### src/rtl/mux_nto1_stream_if.sv
// Bundle of the mux's select, input-stream and output-stream signals.
// Define MUX_CHID_EN to carry the granted channel index alongside the output word.
interface mux_nto1_stream_if #(
  parameter int unsigned N      = 4,
  parameter int unsigned DATA_W = 8
);
  localparam int unsigned SEL_W = $clog2(N);

  logic                  mode;
  logic [SEL_W-1:0]      sel;
  logic [N*DATA_W-1:0]   in_data;
  logic [N-1:0]          in_valid;
  logic [N-1:0]          in_ready;
  logic [DATA_W-1:0]     out_data;
  logic                  out_valid;
  logic                  out_ready;
`ifdef MUX_CHID_EN
  logic [SEL_W-1:0]      out_chid;
`endif

`ifdef MUX_CHID_EN
  modport master (
    input  mode, sel, in_data, in_valid, out_ready,
    output in_ready, out_data, out_valid, out_chid
  );
  modport slave (
    output mode, sel, in_data, in_valid, out_ready,
    input  in_ready, out_data, out_valid, out_chid
  );
`else
  modport master (
    input  mode, sel, in_data, in_valid, out_ready,
    output in_ready, out_data, out_valid
  );
  modport slave (
    output mode, sel, in_data, in_valid, out_ready,
    input  in_ready, out_data, out_valid
  );
`endif
endinterface

### src/rtl/mux_nto1_stream.sv
// Registered N:1 stream mux with fixed-select and round-robin modes.
// Define MUX_CHID_EN to add the out_chid register (granted channel index).
module mux_nto1_stream #(
  parameter int unsigned N      = 4,
  parameter int unsigned DATA_W = 8
) (
  input  logic                  clk,
  input  logic                  rst,
  mux_nto1_stream_if.master     bus
);
  localparam int unsigned SEL_W = $clog2(N);

  logic [SEL_W-1:0]  ptr_q, ptr_d;
  logic [SEL_W-1:0]  grant;
  logic              grant_valid;
  logic              can_load;
  logic              xfer;
  logic [DATA_W-1:0] out_data_q, out_data_d;
  logic              out_valid_q, out_valid_d;
`ifdef MUX_CHID_EN
  logic [SEL_W-1:0]  out_chid_q, out_chid_d;
`endif

  assign can_load = !out_valid_q || bus.out_ready;

  // Round-robin scans farthest-to-nearest from ptr so the nearest valid channel wins.
  always_comb begin
    logic [SEL_W-1:0] idx;
    grant       = '0;
    grant_valid = 1'b0;
    idx         = '0;
    if (!bus.mode) begin
      if (32'(bus.sel) < N && bus.in_valid[bus.sel]) begin
        grant       = bus.sel;
        grant_valid = 1'b1;
      end
    end else begin
      for (int unsigned k = N; k >= 1; k--) begin
        idx = SEL_W'((32'(ptr_q) + k) % N);
        if (bus.in_valid[idx]) begin
          grant       = idx;
          grant_valid = 1'b1;
        end
      end
    end
  end

  assign xfer = !rst && can_load && grant_valid;

  always_comb begin
    bus.in_ready = '0;
    if (xfer) bus.in_ready[grant] = 1'b1;
  end

  always_comb begin
    ptr_d       = ptr_q;
    out_data_d  = out_data_q;
    out_valid_d = out_valid_q;
`ifdef MUX_CHID_EN
    out_chid_d  = out_chid_q;
`endif
    if (xfer) begin
      out_valid_d = 1'b1;
      out_data_d  = bus.in_data[32'(grant)*DATA_W +: DATA_W];
`ifdef MUX_CHID_EN
      out_chid_d  = grant;
`endif
      if (bus.mode) ptr_d = grant;
    end else if (bus.out_ready) begin
      out_valid_d = 1'b0;
    end
  end

  always_ff @(posedge clk) begin
    if (rst) begin
      ptr_q       <= SEL_W'(N - 1);
      out_data_q  <= '0;
      out_valid_q <= 1'b0;
`ifdef MUX_CHID_EN
      out_chid_q  <= '0;
`endif
    end else begin
      ptr_q       <= ptr_d;
      out_data_q  <= out_data_d;
      out_valid_q <= out_valid_d;
`ifdef MUX_CHID_EN
      out_chid_q  <= out_chid_d;
`endif
    end
  end

  assign bus.out_data  = out_data_q;
  assign bus.out_valid = out_valid_q;
`ifdef MUX_CHID_EN
  assign bus.out_chid  = out_chid_q;
`endif
endmodule
### src/flat_wrapper.sv
// flat-port wrapper written by rule: the top's interface ports become plain ports
module mux_nto1_stream_flat 
#(
  parameter int unsigned N      = 4,
  parameter int unsigned DATA_W = 8
)
  (clk, rst, bus_mode, bus_sel, bus_in_data, bus_in_valid, bus_out_ready, bus_in_ready, bus_out_data, bus_out_valid);
  mux_nto1_stream_if #(.N(N), .DATA_W(DATA_W)) bus_i ();
  input  logic clk;
  input  logic rst;
  input wire logic [$bits(bus_i.mode)-1:0] bus_mode;
  input wire logic [$bits(bus_i.sel)-1:0] bus_sel;
  input wire logic [$bits(bus_i.in_data)-1:0] bus_in_data;
  input wire logic [$bits(bus_i.in_valid)-1:0] bus_in_valid;
  input wire logic [$bits(bus_i.out_ready)-1:0] bus_out_ready;
  output wire logic [$bits(bus_i.in_ready)-1:0] bus_in_ready;
  output wire logic [$bits(bus_i.out_data)-1:0] bus_out_data;
  output wire logic [$bits(bus_i.out_valid)-1:0] bus_out_valid;
  assign bus_i.mode = bus_mode;
  assign bus_i.sel = bus_sel;
  assign bus_i.in_data = bus_in_data;
  assign bus_i.in_valid = bus_in_valid;
  assign bus_i.out_ready = bus_out_ready;
  assign bus_in_ready = bus_i.in_ready;
  assign bus_out_data = bus_i.out_data;
  assign bus_out_valid = bus_i.out_valid;
  mux_nto1_stream #(.N(N), .DATA_W(DATA_W)) u_core (.clk(clk), .rst(rst), .bus(bus_i));
endmodule
### config.mk
export PLATFORM = sky130hd
export DESIGN_NAME = mux_nto1_stream_flat
export DESIGN_NICKNAME = d
export VERILOG_FILES = /design/src/rtl/mux_nto1_stream_if.sv /design/src/rtl/mux_nto1_stream.sv /design/src/flat_wrapper.sv
export SDC_FILE = /design/constraint.sdc
export NUM_CORES = 1
export LEC_CHECK = 0
export CORE_MARGIN = 2
export CORE_UTILIZATION = 35
export CTS_BUF_LIST = sky130_fd_sc_hd__clkbuf_2
export CTS_CLUSTER_SIZE = 40
export DETAILED_ROUTE_END_ITERATION = 7
export PLACE_DENSITY = 0.82
export SYNTH_ARGS = -nofsm -noshare
export SYNTH_HDL_FRONTEND = slang
export SYNTH_SLANG_ARGS = --single-unit
### constraint.sdc
create_clock -name clk -period 2.4 [get_ports clk]
set_input_delay 0.48 -clock clk [delete_from_list [all_inputs] [get_ports clk]]
set_output_delay 0.48 -clock clk [all_outputs]
set_load 0.02 [all_outputs]
==> results.toml <==
[timing]
rsz0062_at_grt = "true"
drv_slew = 0
fin_crit_ps = 2380
max_slew_margin = 0.811
final.setup_skew_ps = 10.9
fin_tns_setup_ps = 0
finalSetupViolCount = 0
period_share = 0.990
worst_pin_slew_ps = 283
max_freq_mhz = 421
fin_ws_ps = 23.1
hold_viol_final = 0

[critical_path]
required_ps = 2610
crit_arrival_ps = 2580
r2r-start = "u_core.ptr_q[1]"
setup.worst_path.start = "bus_sel[1]"
crit_type = "input port to register"
critical_path_peak_fanout = 2
crit_path_start_kind = "input port"
cp-end-kind = "register"

[layout]
final_nets = 214
multiInputGateArea_sq_um = 558
drive_gt1_frac = 0.327
ff_latch_area_sq_um = 220
diodes = 0
fillCellCount = 129
syn2layout_area_growth_pct = 109
finalNonFillerCells = 198

[yosys]
ys_ff_latch = 11
yosysMostFrequentCell = "mux2i_1"
ys_warn_count = 0
syn_area_sq_um = 752
ys_seq_area_frac = 0.293
syn_avg_cell_area_sq_um = 9.06
yosysTopAreaCellShare = 0.293
synth_edf_count = 0
syn-num-nets = 125
yosysTopAreaCell = "dfxtp_1"
synthTopCellsByCount = "16 x mux2i_1, 11 x dfxtp_1, 11 x nand2_1"
synth_area_leaders = "dfxtp_1 29%, mux2i_1 21%, o221ai_1 10%"
synth.distinct_cells = 25
synthCells = 83
synth_top_flop_cell = "dfxtp_1"
ys_async_sr_fraction = 0

[global_routing]
overflow = 0
antenna_found_initial = 0
grt_pass1_wl_mm = 4.21
grt_pass1_vias = 1014
grtUsageTotal = 0.216
grt_max_degree = 13

[place]
io_buffers = 54
post-place-ws_ps = -632
gp_congestion = 0.806
placed_cells = 180
place_hpwl_mm = 1.89

[power_and_ir_drop]
p_sw_frac = 0.329
clockPowerShare = 0.162
p_per_area_nw_per_um2 = 413
fin_total_pwr_uw = 651
intPower_uw = 436
power_leakage_nw = 0.694
comb_power_share = 0.500
p_switching_uw = 214
seqPwrFrac = 0.338
ir_worst_vdd_uv = 256

[clocking]
cts_root_buf = "clkbuf_2"
cts_tree = "done"
cts_made_buffers = 3
clk_latency_ps = 270
clk_pin_slew_worst_paths_ps = 120
clockBufferDepth = 2
ctsHtreeMaxLevel = 1
numClockSinks = 11

[floorplan]
die_x_microns = 50.4
core_area_sq_um = 2000
initial_core_util = 0.376
die_h_microns = 50.4
num_rows = 16
io_pins = 55
dieArea_sq_um = 2540

[job]
drv_cap = 0

[detailed_routing]
wl_per_cell_microns = 13.0
vias_per_cell = 5.03
vias = 995
ant_nets = 0
drc_errors = 0
drt_first_pass_iters = 4
initialDrtViolationCount = 18
wl_mm = 2.58

[worst_hold_path]
hold_start = "u_core.bus.out_data[4]"
hp-class = "register to register"

[outcome]
status = "complete, no violations"
[cell usage in the layout, fill, tap and decap left out]
cell,instances
clkdlybuf4s50_1,43
buf_4,32
mux2i_1,16
nand2_1,11
dfxtp_1,11
o221ai_1,8
clkbuf_2,8
a21oi_1,5
nand2b_1,4
buf_2,4
nor2b_1,3
inv_1,2
nor2_2,2
nor2_1,2
a211o_1,2
mux2_4,1
mux2_2,1
nor2b_4,1
and2_1,1
nor3b_1,1
o41a_1,1
o31ai_1,1
o21ai_2,1
a221oi_4,1
nor3b_4,1
o22ai_1,1
o221ai_2,1
nand3b_4,1
and3_1,1
nand2_2,1
clkinv_2,1
clkdlybuf4s15_1,1
dlygate4sd2_1,1
[worst max-delay path: stages]
cell and delay [ps]:
dlygate4sd2_1 260, nor2_2 190, a221oi_4 100, buf_4 140, buf_4 120, buf_4 120, buf_4 120, buf_4 120
buf_4 120, buf_4 120, buf_4 120, buf_4 120, buf_4 120, buf_4 120, buf_4 120, a21oi_1 100
[final timing paths]
| path | slack (ps) | depth (start not counted) | to |
|---|---|---|---|
| worst max register to register | 650 | 7 | u_core.bus.out_data[1] |
| worst max-delay path | 20 | 16 | u_core.bus.out_valid |
| worst min-delay path | 480 | 2 | u_core.bus.out_data[4] |
| worst min register to register | 480 | 2 | u_core.bus.out_data[4] |
[cell type report]
class                      instances  area share
timing repair buffer              86       0.467
clock inverter                     1     0.00318
clock buffer                       3     0.00954
multi-input combinational         68       0.355
tap                               27      0.0215
inverter                           2     0.00477
sequential                        11       0.140
[power by group through the flow]
stage	Combinational, mW	Clock (mW)	Sequential, mW
5_1_grt	0.349	0.116	0.222
6_report	0.325	0.105	0.220
2_1_floorplan	0.102	0	0.247
3_5_place_dp	0.290	0	0.224
3_3_place_gp	0.286	0	0.222
4_1_cts	0.317	0.107	0.220
[per-stage QoR]
| stage | cell area (sq um) | hold WS (ps) | utilization |
|---|---|---|---|
| 6_report | 1570 | 475 | 0.786 |
| 5_1_grt | 1570 | 507 | 0.786 |
| 4_1_cts | 1560 | 476 | 0.781 |
| 3_5_place_dp | 1450 | 451 | 0.724 |
| 3_3_place_gp | 1450 | 446 | 0.724 |
| 2_1_floorplan | 752 | 507 | - |
[cells by family after synthesis]
| family | after synthesis | share of synthesized area |
|---|---|---|
| AOI/OAI and AO/OA | 21 | 0.226 |
| muxes | 18 | 0.243 |
| and+or+nand+nor | 29 | 0.211 |
| buffers and inverters | 4 | 0.0266 |
| DFF | 11 | 0.293 |
[repair_timing]
action,CTS,global route
setup endpoints to repair,4,5
hold buffers,0,0
pin swaps,3,3
buffers inserted,13,1
gates resized for setup,28,14
hold endpoints to repair,0,0
[state kept, by name, indices dropped and copies added, names as in the netlist]
register              flops
u_core.ptr_q              2
u_core.bus.out_valid      1
u_core.bus.out_data       8
[per-layer routing]
metal | track usage | vias to the layer above | routed length, microns
met2 | 0.375 | 48 | 1240
met5 | 0 | - | 0
met4 | 0.0766 | 0 | 22
met1 | 0.245 | 450 | 1070
li1 | - | 495 | -
met3 | 0.0714 | 2 | 250
Note: power is estimated with default switching activity, not from simulation.
